`src/rtl/ntp_clock_axi_regs_if.sv`:
```
// AXI4-Lite bus bundle between the PCIe-AXI bridge master port and an NTP clock register file.
interface ntp_clock_axi_regs_if #(
    parameter int ADDR_WIDTH = 5
);
    logic [ADDR_WIDTH-1:0] axi_awaddr;
    logic [2:0]            axi_awprot;
    logic                  axi_awvalid;
    logic                  axi_awready;
    logic [31:0]           axi_wdata;
    logic [3:0]            axi_wstrb;
    logic                  axi_wvalid;
    logic                  axi_wready;
    logic [1:0]            axi_bresp;
    logic                  axi_bvalid;
    logic                  axi_bready;
    logic [ADDR_WIDTH-1:0] axi_araddr;
    logic [2:0]            axi_arprot;
    logic                  axi_arvalid;
    logic                  axi_arready;
    logic [31:0]           axi_rdata;
    logic [1:0]            axi_rresp;
    logic                  axi_rvalid;
    logic                  axi_rready;

    modport master (
        output axi_awaddr, axi_awprot, axi_awvalid,
        input  axi_awready,
        output axi_wdata, axi_wstrb, axi_wvalid,
        input  axi_wready,
        input  axi_bresp, axi_bvalid,
        output axi_bready,
        output axi_araddr, axi_arprot, axi_arvalid,
        input  axi_arready,
        input  axi_rdata, axi_rresp, axi_rvalid,
        output axi_rready
    );

    modport slave (
        input  axi_awaddr, axi_awprot, axi_awvalid,
        output axi_awready,
        input  axi_wdata, axi_wstrb, axi_wvalid,
        output axi_wready,
        output axi_bresp, axi_bvalid,
        input  axi_bready,
        input  axi_araddr, axi_arprot, axi_arvalid,
        output axi_arready,
        output axi_rdata, axi_rresp, axi_rvalid,
        input  axi_rready
    );
endinterface

```
`src/rtl/ntp_clock_axi_regs.sv`:
```
// AXI4-Lite register file for one NTP clock: identity, control, status,
// coherent 64-bit time snapshot, scratch and time-update counter.
module ntp_clock_axi_regs #(
    parameter int          ADDR_WIDTH   = 5,
    parameter logic [31:0] CORE_NAME    = 32'h6e747063,
    parameter logic [31:0] CORE_VERSION = 32'h00000100
) (
    input  logic                 axi_aclk,
    input  logic                 reset,
    ntp_clock_axi_regs_if.slave  axi,
    input  logic [63:0]          ntp_time,
    input  logic                 ntp_time_upd,
    input  logic                 sync_ok,
    input  logic                 pll_locked,
    output logic [7:0]           ctrl
);

    typedef enum logic [2:0] {
        IDX_NAME    = 3'd0,
        IDX_VERSION = 3'd1,
        IDX_CTRL    = 3'd2,
        IDX_STATUS  = 3'd3,
        IDX_TIME_HI = 3'd4,
        IDX_TIME_LO = 3'd5,
        IDX_SCRATCH = 3'd6,
        IDX_UPD_CNT = 3'd7
    } reg_idx_e;

    logic        aw_got_q, aw_got_d;
    reg_idx_e    aw_idx_q, aw_idx_d;
    logic        w_got_q, w_got_d;
    logic [31:0] w_data_q, w_data_d;
    logic [3:0]  w_strb_q, w_strb_d;
    logic        bvalid_q, bvalid_d;
    logic [1:0]  bresp_q, bresp_d;
    logic        rvalid_q, rvalid_d;
    logic [31:0] rdata_q, rdata_d;
    logic [7:0]  ctrl_q, ctrl_d;
    logic [31:0] scratch_q, scratch_d;
    logic [31:0] cnt_q, cnt_d;
    logic [31:0] snap_lo_q, snap_lo_d;

    logic        aw_fire, w_fire, ar_fire, commit;
    reg_idx_e    wr_idx, rd_idx;
    logic [31:0] wr_data;
    logic [3:0]  wr_strb;
    logic        unused_ok;

    // Readies are gated by reset so they read 0 while reset is held, not just after the edge.
    assign axi.axi_awready = !reset && !aw_got_q && !bvalid_q;
    assign axi.axi_wready  = !reset && !w_got_q && !bvalid_q;
    assign axi.axi_arready = !reset && !rvalid_q;
    assign axi.axi_bvalid  = bvalid_q;
    assign axi.axi_bresp   = bresp_q;
    assign axi.axi_rvalid  = rvalid_q;
    assign axi.axi_rdata   = rdata_q;
    assign axi.axi_rresp   = '0;
    assign ctrl            = ctrl_q;

    assign unused_ok = ^{axi.axi_awprot, axi.axi_arprot, axi.axi_awaddr[1:0], axi.axi_araddr[1:0]};

    always_comb begin
        aw_fire = axi.axi_awvalid && axi.axi_awready;
        w_fire  = axi.axi_wvalid && axi.axi_wready;
        ar_fire = axi.axi_arvalid && axi.axi_arready;
        wr_idx  = aw_got_q ? aw_idx_q : reg_idx_e'(axi.axi_awaddr[4:2]);
        wr_data = w_got_q ? w_data_q : axi.axi_wdata;
        wr_strb = w_got_q ? w_strb_q : axi.axi_wstrb;
        rd_idx  = reg_idx_e'(axi.axi_araddr[4:2]);
        commit  = (aw_got_q || aw_fire) && (w_got_q || w_fire);

        aw_got_d  = aw_got_q;
        aw_idx_d  = aw_idx_q;
        w_got_d   = w_got_q;
        w_data_d  = w_data_q;
        w_strb_d  = w_strb_q;
        bvalid_d  = bvalid_q;
        bresp_d   = bresp_q;
        rvalid_d  = rvalid_q;
        rdata_d   = rdata_q;
        ctrl_d    = ctrl_q;
        scratch_d = scratch_q;
        snap_lo_d = snap_lo_q;
        cnt_d     = ntp_time_upd ? cnt_q + 32'd1 : cnt_q;

        if (aw_fire) begin
            aw_got_d = 1'b1;
            aw_idx_d = reg_idx_e'(axi.axi_awaddr[4:2]);
        end
        if (w_fire) begin
            w_got_d  = 1'b1;
            w_data_d = axi.axi_wdata;
            w_strb_d = axi.axi_wstrb;
        end

        // Commit and a pending B are mutually exclusive since readies drop while bvalid is high.
        if (commit) begin
            aw_got_d = 1'b0;
            w_got_d  = 1'b0;
            bvalid_d = 1'b1;
            bresp_d  = 2'b10;
            case (wr_idx)
                IDX_CTRL: begin
                    bresp_d = 2'b00;
                    if (wr_strb[0]) ctrl_d = wr_data[7:0];
                end
                IDX_SCRATCH: begin
                    bresp_d = 2'b00;
                    for (int unsigned i = 0; i < 4; i++) begin
                        if (wr_strb[i]) scratch_d[8*i +: 8] = wr_data[8*i +: 8];
                    end
                end
                IDX_UPD_CNT: begin
                    bresp_d = 2'b00;
                    cnt_d   = '0;
                end
                default: ;
            endcase
        end else if (bvalid_q && axi.axi_bready) begin
            bvalid_d = 1'b0;
        end

        if (ar_fire) begin
            rvalid_d = 1'b1;
            case (rd_idx)
                IDX_NAME:    rdata_d = CORE_NAME;
                IDX_VERSION: rdata_d = CORE_VERSION;
                IDX_CTRL:    rdata_d = {24'd0, ctrl_q};
                IDX_STATUS:  rdata_d = {30'd0, pll_locked, sync_ok};
                IDX_TIME_HI: begin
                    rdata_d   = ntp_time[63:32];
                    snap_lo_d = ntp_time[31:0];
                end
                IDX_TIME_LO: rdata_d = snap_lo_q;
                IDX_SCRATCH: rdata_d = scratch_q;
                IDX_UPD_CNT: rdata_d = cnt_q;
            endcase
        end else if (rvalid_q && axi.axi_rready) begin
            rvalid_d = 1'b0;
        end
    end

    always_ff @(posedge axi_aclk) begin
        if (reset) begin
            aw_got_q  <= 1'b0;
            aw_idx_q  <= IDX_NAME;
            w_got_q   <= 1'b0;
            w_data_q  <= '0;
            w_strb_q  <= '0;
            bvalid_q  <= 1'b0;
            bresp_q   <= '0;
            rvalid_q  <= 1'b0;
            rdata_q   <= '0;
            ctrl_q    <= '0;
            scratch_q <= '0;
            cnt_q     <= '0;
            snap_lo_q <= '0;
        end else begin
            aw_got_q  <= aw_got_d;
            aw_idx_q  <= aw_idx_d;
            w_got_q   <= w_got_d;
            w_data_q  <= w_data_d;
            w_strb_q  <= w_strb_d;
            bvalid_q  <= bvalid_d;
            bresp_q   <= bresp_d;
            rvalid_q  <= rvalid_d;
            rdata_q   <= rdata_d;
            ctrl_q    <= ctrl_d;
            scratch_q <= scratch_d;
            cnt_q     <= cnt_d;
            snap_lo_q <= snap_lo_d;
        end
    end

endmodule
```
`src/flat_wrapper.sv`:
```
// flat-port wrapper written by rule: the top's interface ports become plain ports
module ntp_clock_axi_regs_flat 
#(
    parameter int          ADDR_WIDTH   = 5,
    parameter logic [31:0] CORE_NAME    = 32'h6e747063,
    parameter logic [31:0] CORE_VERSION = 32'h00000100
)
  (axi_aclk, reset, ntp_time, ntp_time_upd, sync_ok, pll_locked, ctrl, axi_axi_awaddr, axi_axi_awprot, axi_axi_awvalid, axi_axi_awready, axi_axi_wdata, axi_axi_wstrb, axi_axi_wvalid, axi_axi_wready, axi_axi_bresp, axi_axi_bvalid, axi_axi_bready, axi_axi_araddr, axi_axi_arprot, axi_axi_arvalid, axi_axi_arready, axi_axi_rdata, axi_axi_rresp, axi_axi_rvalid, axi_axi_rready);
  ntp_clock_axi_regs_if #(.ADDR_WIDTH(ADDR_WIDTH)) axi_i ();
  input  logic axi_aclk;
  input  logic reset;
  input  logic [63:0] ntp_time;
  input  logic ntp_time_upd;
  input  logic sync_ok;
  input  logic pll_locked;
  output logic [7:0] ctrl;
  input wire logic [$bits(axi_i.axi_awaddr)-1:0] axi_axi_awaddr;
  input wire logic [$bits(axi_i.axi_awprot)-1:0] axi_axi_awprot;
  input wire logic [$bits(axi_i.axi_awvalid)-1:0] axi_axi_awvalid;
  output wire logic [$bits(axi_i.axi_awready)-1:0] axi_axi_awready;
  input wire logic [$bits(axi_i.axi_wdata)-1:0] axi_axi_wdata;
  input wire logic [$bits(axi_i.axi_wstrb)-1:0] axi_axi_wstrb;
  input wire logic [$bits(axi_i.axi_wvalid)-1:0] axi_axi_wvalid;
  output wire logic [$bits(axi_i.axi_wready)-1:0] axi_axi_wready;
  output wire logic [$bits(axi_i.axi_bresp)-1:0] axi_axi_bresp;
  output wire logic [$bits(axi_i.axi_bvalid)-1:0] axi_axi_bvalid;
  input wire logic [$bits(axi_i.axi_bready)-1:0] axi_axi_bready;
  input wire logic [$bits(axi_i.axi_araddr)-1:0] axi_axi_araddr;
  input wire logic [$bits(axi_i.axi_arprot)-1:0] axi_axi_arprot;
  input wire logic [$bits(axi_i.axi_arvalid)-1:0] axi_axi_arvalid;
  output wire logic [$bits(axi_i.axi_arready)-1:0] axi_axi_arready;
  output wire logic [$bits(axi_i.axi_rdata)-1:0] axi_axi_rdata;
  output wire logic [$bits(axi_i.axi_rresp)-1:0] axi_axi_rresp;
  output wire logic [$bits(axi_i.axi_rvalid)-1:0] axi_axi_rvalid;
  input wire logic [$bits(axi_i.axi_rready)-1:0] axi_axi_rready;
  assign axi_i.axi_awaddr = axi_axi_awaddr;
  assign axi_i.axi_awprot = axi_axi_awprot;
  assign axi_i.axi_awvalid = axi_axi_awvalid;
  assign axi_axi_awready = axi_i.axi_awready;
  assign axi_i.axi_wdata = axi_axi_wdata;
  assign axi_i.axi_wstrb = axi_axi_wstrb;
  assign axi_i.axi_wvalid = axi_axi_wvalid;
  assign axi_axi_wready = axi_i.axi_wready;
  assign axi_axi_bresp = axi_i.axi_bresp;
  assign axi_axi_bvalid = axi_i.axi_bvalid;
  assign axi_i.axi_bready = axi_axi_bready;
  assign axi_i.axi_araddr = axi_axi_araddr;
  assign axi_i.axi_arprot = axi_axi_arprot;
  assign axi_i.axi_arvalid = axi_axi_arvalid;
  assign axi_axi_arready = axi_i.axi_arready;
  assign axi_axi_rdata = axi_i.axi_rdata;
  assign axi_axi_rresp = axi_i.axi_rresp;
  assign axi_axi_rvalid = axi_i.axi_rvalid;
  assign axi_i.axi_rready = axi_axi_rready;
  ntp_clock_axi_regs #(.ADDR_WIDTH(ADDR_WIDTH), .CORE_NAME(CORE_NAME), .CORE_VERSION(CORE_VERSION)) u_core (.axi_aclk(axi_aclk), .reset(reset), .axi(axi_i), .ntp_time(ntp_time), .ntp_time_upd(ntp_time_upd), .sync_ok(sync_ok), .pll_locked(pll_locked), .ctrl(ctrl));
endmodule
```
`config.mk`:
```
export PLATFORM = sky130hd
export DESIGN_NAME = ntp_clock_axi_regs_flat
export DESIGN_NICKNAME = d
export VERILOG_FILES = /design/src/rtl/ntp_clock_axi_regs_if.sv /design/src/rtl/ntp_clock_axi_regs.sv /design/src/flat_wrapper.sv
export SDC_FILE = /design/constraint.sdc
export NUM_CORES = 1
export LEC_CHECK = 0
export CAP_MARGIN = 30
export CORE_ASPECT_RATIO = 1.1
export CORE_MARGIN = 2
export CORE_UTILIZATION = 51
export DETAILED_ROUTE_END_ITERATION = 7
export PLACE_DENSITY = 0.82
export SLEW_MARGIN = 0
export SYNTH_ARGS = -nofsm -noshare
export SYNTH_HDL_FRONTEND = slang
export SYNTH_SLANG_ARGS = --single-unit
```
`constraint.sdc`:
```
create_clock -name axi_aclk -period 2.8 [get_ports axi_aclk]
set_clock_uncertainty 0.05 [all_clocks]
set_input_delay 0.56 -clock axi_aclk [delete_from_list [all_inputs] [get_ports axi_aclk]]
set_output_delay 0.56 -clock axi_aclk [all_outputs]
set_load 0.1 [all_outputs]
```
==> impl_metrics.ini <==
[worst_setup_path]
rr_endpoint = u_core.ctrl[4]
critPathKind = in2reg
r2r_start = u_core.aw_got_q
crit_path_top_delay_cell = clkdlybuf4s50_1
worst_r2r_path_depth = 5
cp_max_fo = 16
path_cells = clkdlybuf4s50_1, or3b_1, a222oi_1, buf_4, a21oi_1, a311oi_1
cp.arrival_ns = 2.60
critical_path.endpoint_type = flip-flop
rrSetupSlack_ns = 0.65
cp_slowest_stage_delay_ns = 0.52
cp-start-kind = primary input
required_ns = 3.08

[pwr]
pwr_density_cell_mw_per_mm2 = 559
p_clk_share_pct = 39.1
internal-power_mw = 4.29
power_mw = 5.95
p_seq_share_pct = 45.1
ir_drop_uv = 386
p_leak_nw = 3.65
switching_share_pct = 27.9
p_sw_mw = 1.66
combPwrFrac_pct = 15.8

[clock_network]
ctsHtreeMaxLevel = 4
clkTransAtPathRegs_ns = 0.07
cts_tree = yes
clock-sinks = 180
numCtsBuffers = 17
cts-root-buf = clkbuf_16
clk_latency_ns = 0.43
post_cts_buffers = 0
hold_buffers = 0
cts_resized = 0
clock_path_buffers = 2

[grt]
antenna_found_initial = 1
grt_usage_pct = 25.8
overflow = 0
grt_pass1_wl_mm = 36.6
first_global_vias = 7050
grt_max_degree = 76

[sta]
clock.fmax_mhz = 431
rsz0062_at_grt = no
worstMarginPinSlew_ns = 0.816
setup_violations = 0
report.final.slew_viol_count = 0
hold_slack_ns = 0.378
period_share_pct = 82.8
finalHoldViolations = 0
relSlewSlack_pct = 45.6
setup_slack_ns = 0.482
min_period_ns = 2.32

[placement]
place_ws_ns = 0.0783
gp_congestion = 0.900
hpwl_mm = 16.1
port_buffers = 161

[floorplanning]
io_pins = 175
dieArea_mm2 = 0.0174
start_util_pct = 51.6
placeableCoreArea_mm2 = 0.0162
die_y_um = 138
num_rows = 49
die_w_um = 126

[routing]
viasPerCell = 5.82
wl_per_cell_um = 17.0
wl_mm = 22.8
dr.pass1.iters = 5
ant_nets = 0
dr_total_vias = 7811
dr.first_iter.drc_count = 554
drc = 0

[min_path]
worstHoldEndpoint = u_core.axi.axi_bvalid
holdPathStages = 2
min_path_type = in2reg
hp-start = reset

[cells_and_area]
layout_commonest_cell = dfxtp_1
nets = 1250
n_fill_cell = 1340
syn2layout_area_growth_pct = 27.5
drive_gt1_share_pct = 11.9
mostFrequentLayoutCells = 179 x dfxtp_1, 166 x nand2_1, 158 x a21oi_1

[job]
drv_cap = 0

[synthesis]
yosys_warnings = 0
yosys_register_bits = 180
ys_seq_area_share_pct = 43.2
netlist_area_mm2 = 0.00835
synthArstFlopShare_pct = 0
synthCells = 1001
synth_edf_count = 0
postSynthAreaPerCell_um2 = 8.34
synthDistinctLibCells = 52
synth_ff_type = dfxtp_1

[run_status]
status = finished, final reports clean
## how the worst max path moves through the flow
| stage | depth (start not counted) | to | startpoint | slack [ns] |
|---|---|---|---|---|
| floorplan | 5 | u_core.aw_idx_q[0] | u_core.axi.axi_bvalid | -0.14 |
| global placement | 4 | u_core.axi.axi_rdata[17] | axi_axi_araddr[3] | 0.1 |
| detailed placement | 6 | u_core.ctrl[4] | axi_axi_awaddr[3] | 0.08 |
| CTS | 6 | u_core.ctrl[4] | axi_axi_awaddr[3] | 0.51 |
| global route | 6 | u_core.ctrl[4] | axi_axi_awaddr[3] | 0.41 |
| finish | 6 | u_core.ctrl[4] | axi_axi_awaddr[3] | 0.48 |
## Yosys cell counts (16+ instances only)
cell type	instances	area (um2)
a21oi_1	158	791
a311oi_1	39	342
clkbuf_1	72	270
dfxtp_1	180	3600
mux2i_1	67	671
nand2_1	166	623
nand3_1	28	140
nor2_1	48	180
nor3_1	18	90.1
o21ai_0	27	135
o31ai_1	18	135
or4_1	16	120
## through the flow
stage | instances | cell area, um2 | TNS, ns | util, %
after floorplan | 1003 | 8380 | -0.425 | -
after global placement | 1307 | 10000 | 0 | 62.1
after detailed placement | 1308 | 10100 | 0 | 62.2
after CTS | 1340 | 10600 | 0 | 65.7
after global routing | 1341 | 10600 | 0 | 65.8
final | 1341 | 10600 | 0 | 65.8
## power by group through the flow
stage	sequential (mW)	combinational, mW	clock (mW)
2_1_floorplan	2.93	0.404	0
3_3_place_gp	2.73	0.922	0
3_5_place_dp	2.74	0.930	0
4_1_cts	2.68	0.935	2.36
5_1_grt	2.69	0.997	2.46
6_report	2.68	0.938	2.33
## worst max-delay path: cells and delay by family
family,cells,cell delay (ns)
compound gates,3,0.74
buf+inv,2,0.80
simple gates,1,0.50
## sequential cells by signal (all words and copies together) (netlist names), 3 cells and up
signal,flops
u_core.cnt_q,32
u_core.w_strb_q,4
u_core.scratch_q,32
u_core.axi.axi_rdata,32
u_core.ctrl,8
u_core.w_data_q,32
u_core.snap_lo_q,32
u_core.aw_idx_q,3
## final cells by class
cell class                 count  area, um2  area share [%]
clock inverter                11        100           0.941
inverter                       9       33.8           0.317
sequential                   180       3600            33.9
multi-input combinational    725       4400            41.3
timing repair buffer         190       1770            16.6
clock buffer                  21        480            4.51
antenna                        1       2.50          0.0235
tap                          204        255            2.40
## cell families after synthesis
kind of cell | count (synthesis) | share of synthesized area (%)
AO/OA/AOI/OAI | 290 | 21.9
XOR/XNOR | 13 | 1.36
adder cells (fa/ha/maj) | 1 | 0.150
buffers and inverters | 98 | 4.83
flip-flops | 180 | 43.2
multiplexers | 73 | 9.11
other | 1 | 0.0449
AND/OR/NAND/NOR | 345 | 19.4
## layer usage
| metal | wire length, um | GRT usage, % |
|---|---|---|
| met5 | 0 | 0 |
| met4 | 493 | 8.33 |
| met3 | 1660 | 5.65 |
| met2 | 10400 | 40.2 |
| met1 | 10200 | 35.9 |
Power figures use the tool's default switching activity.
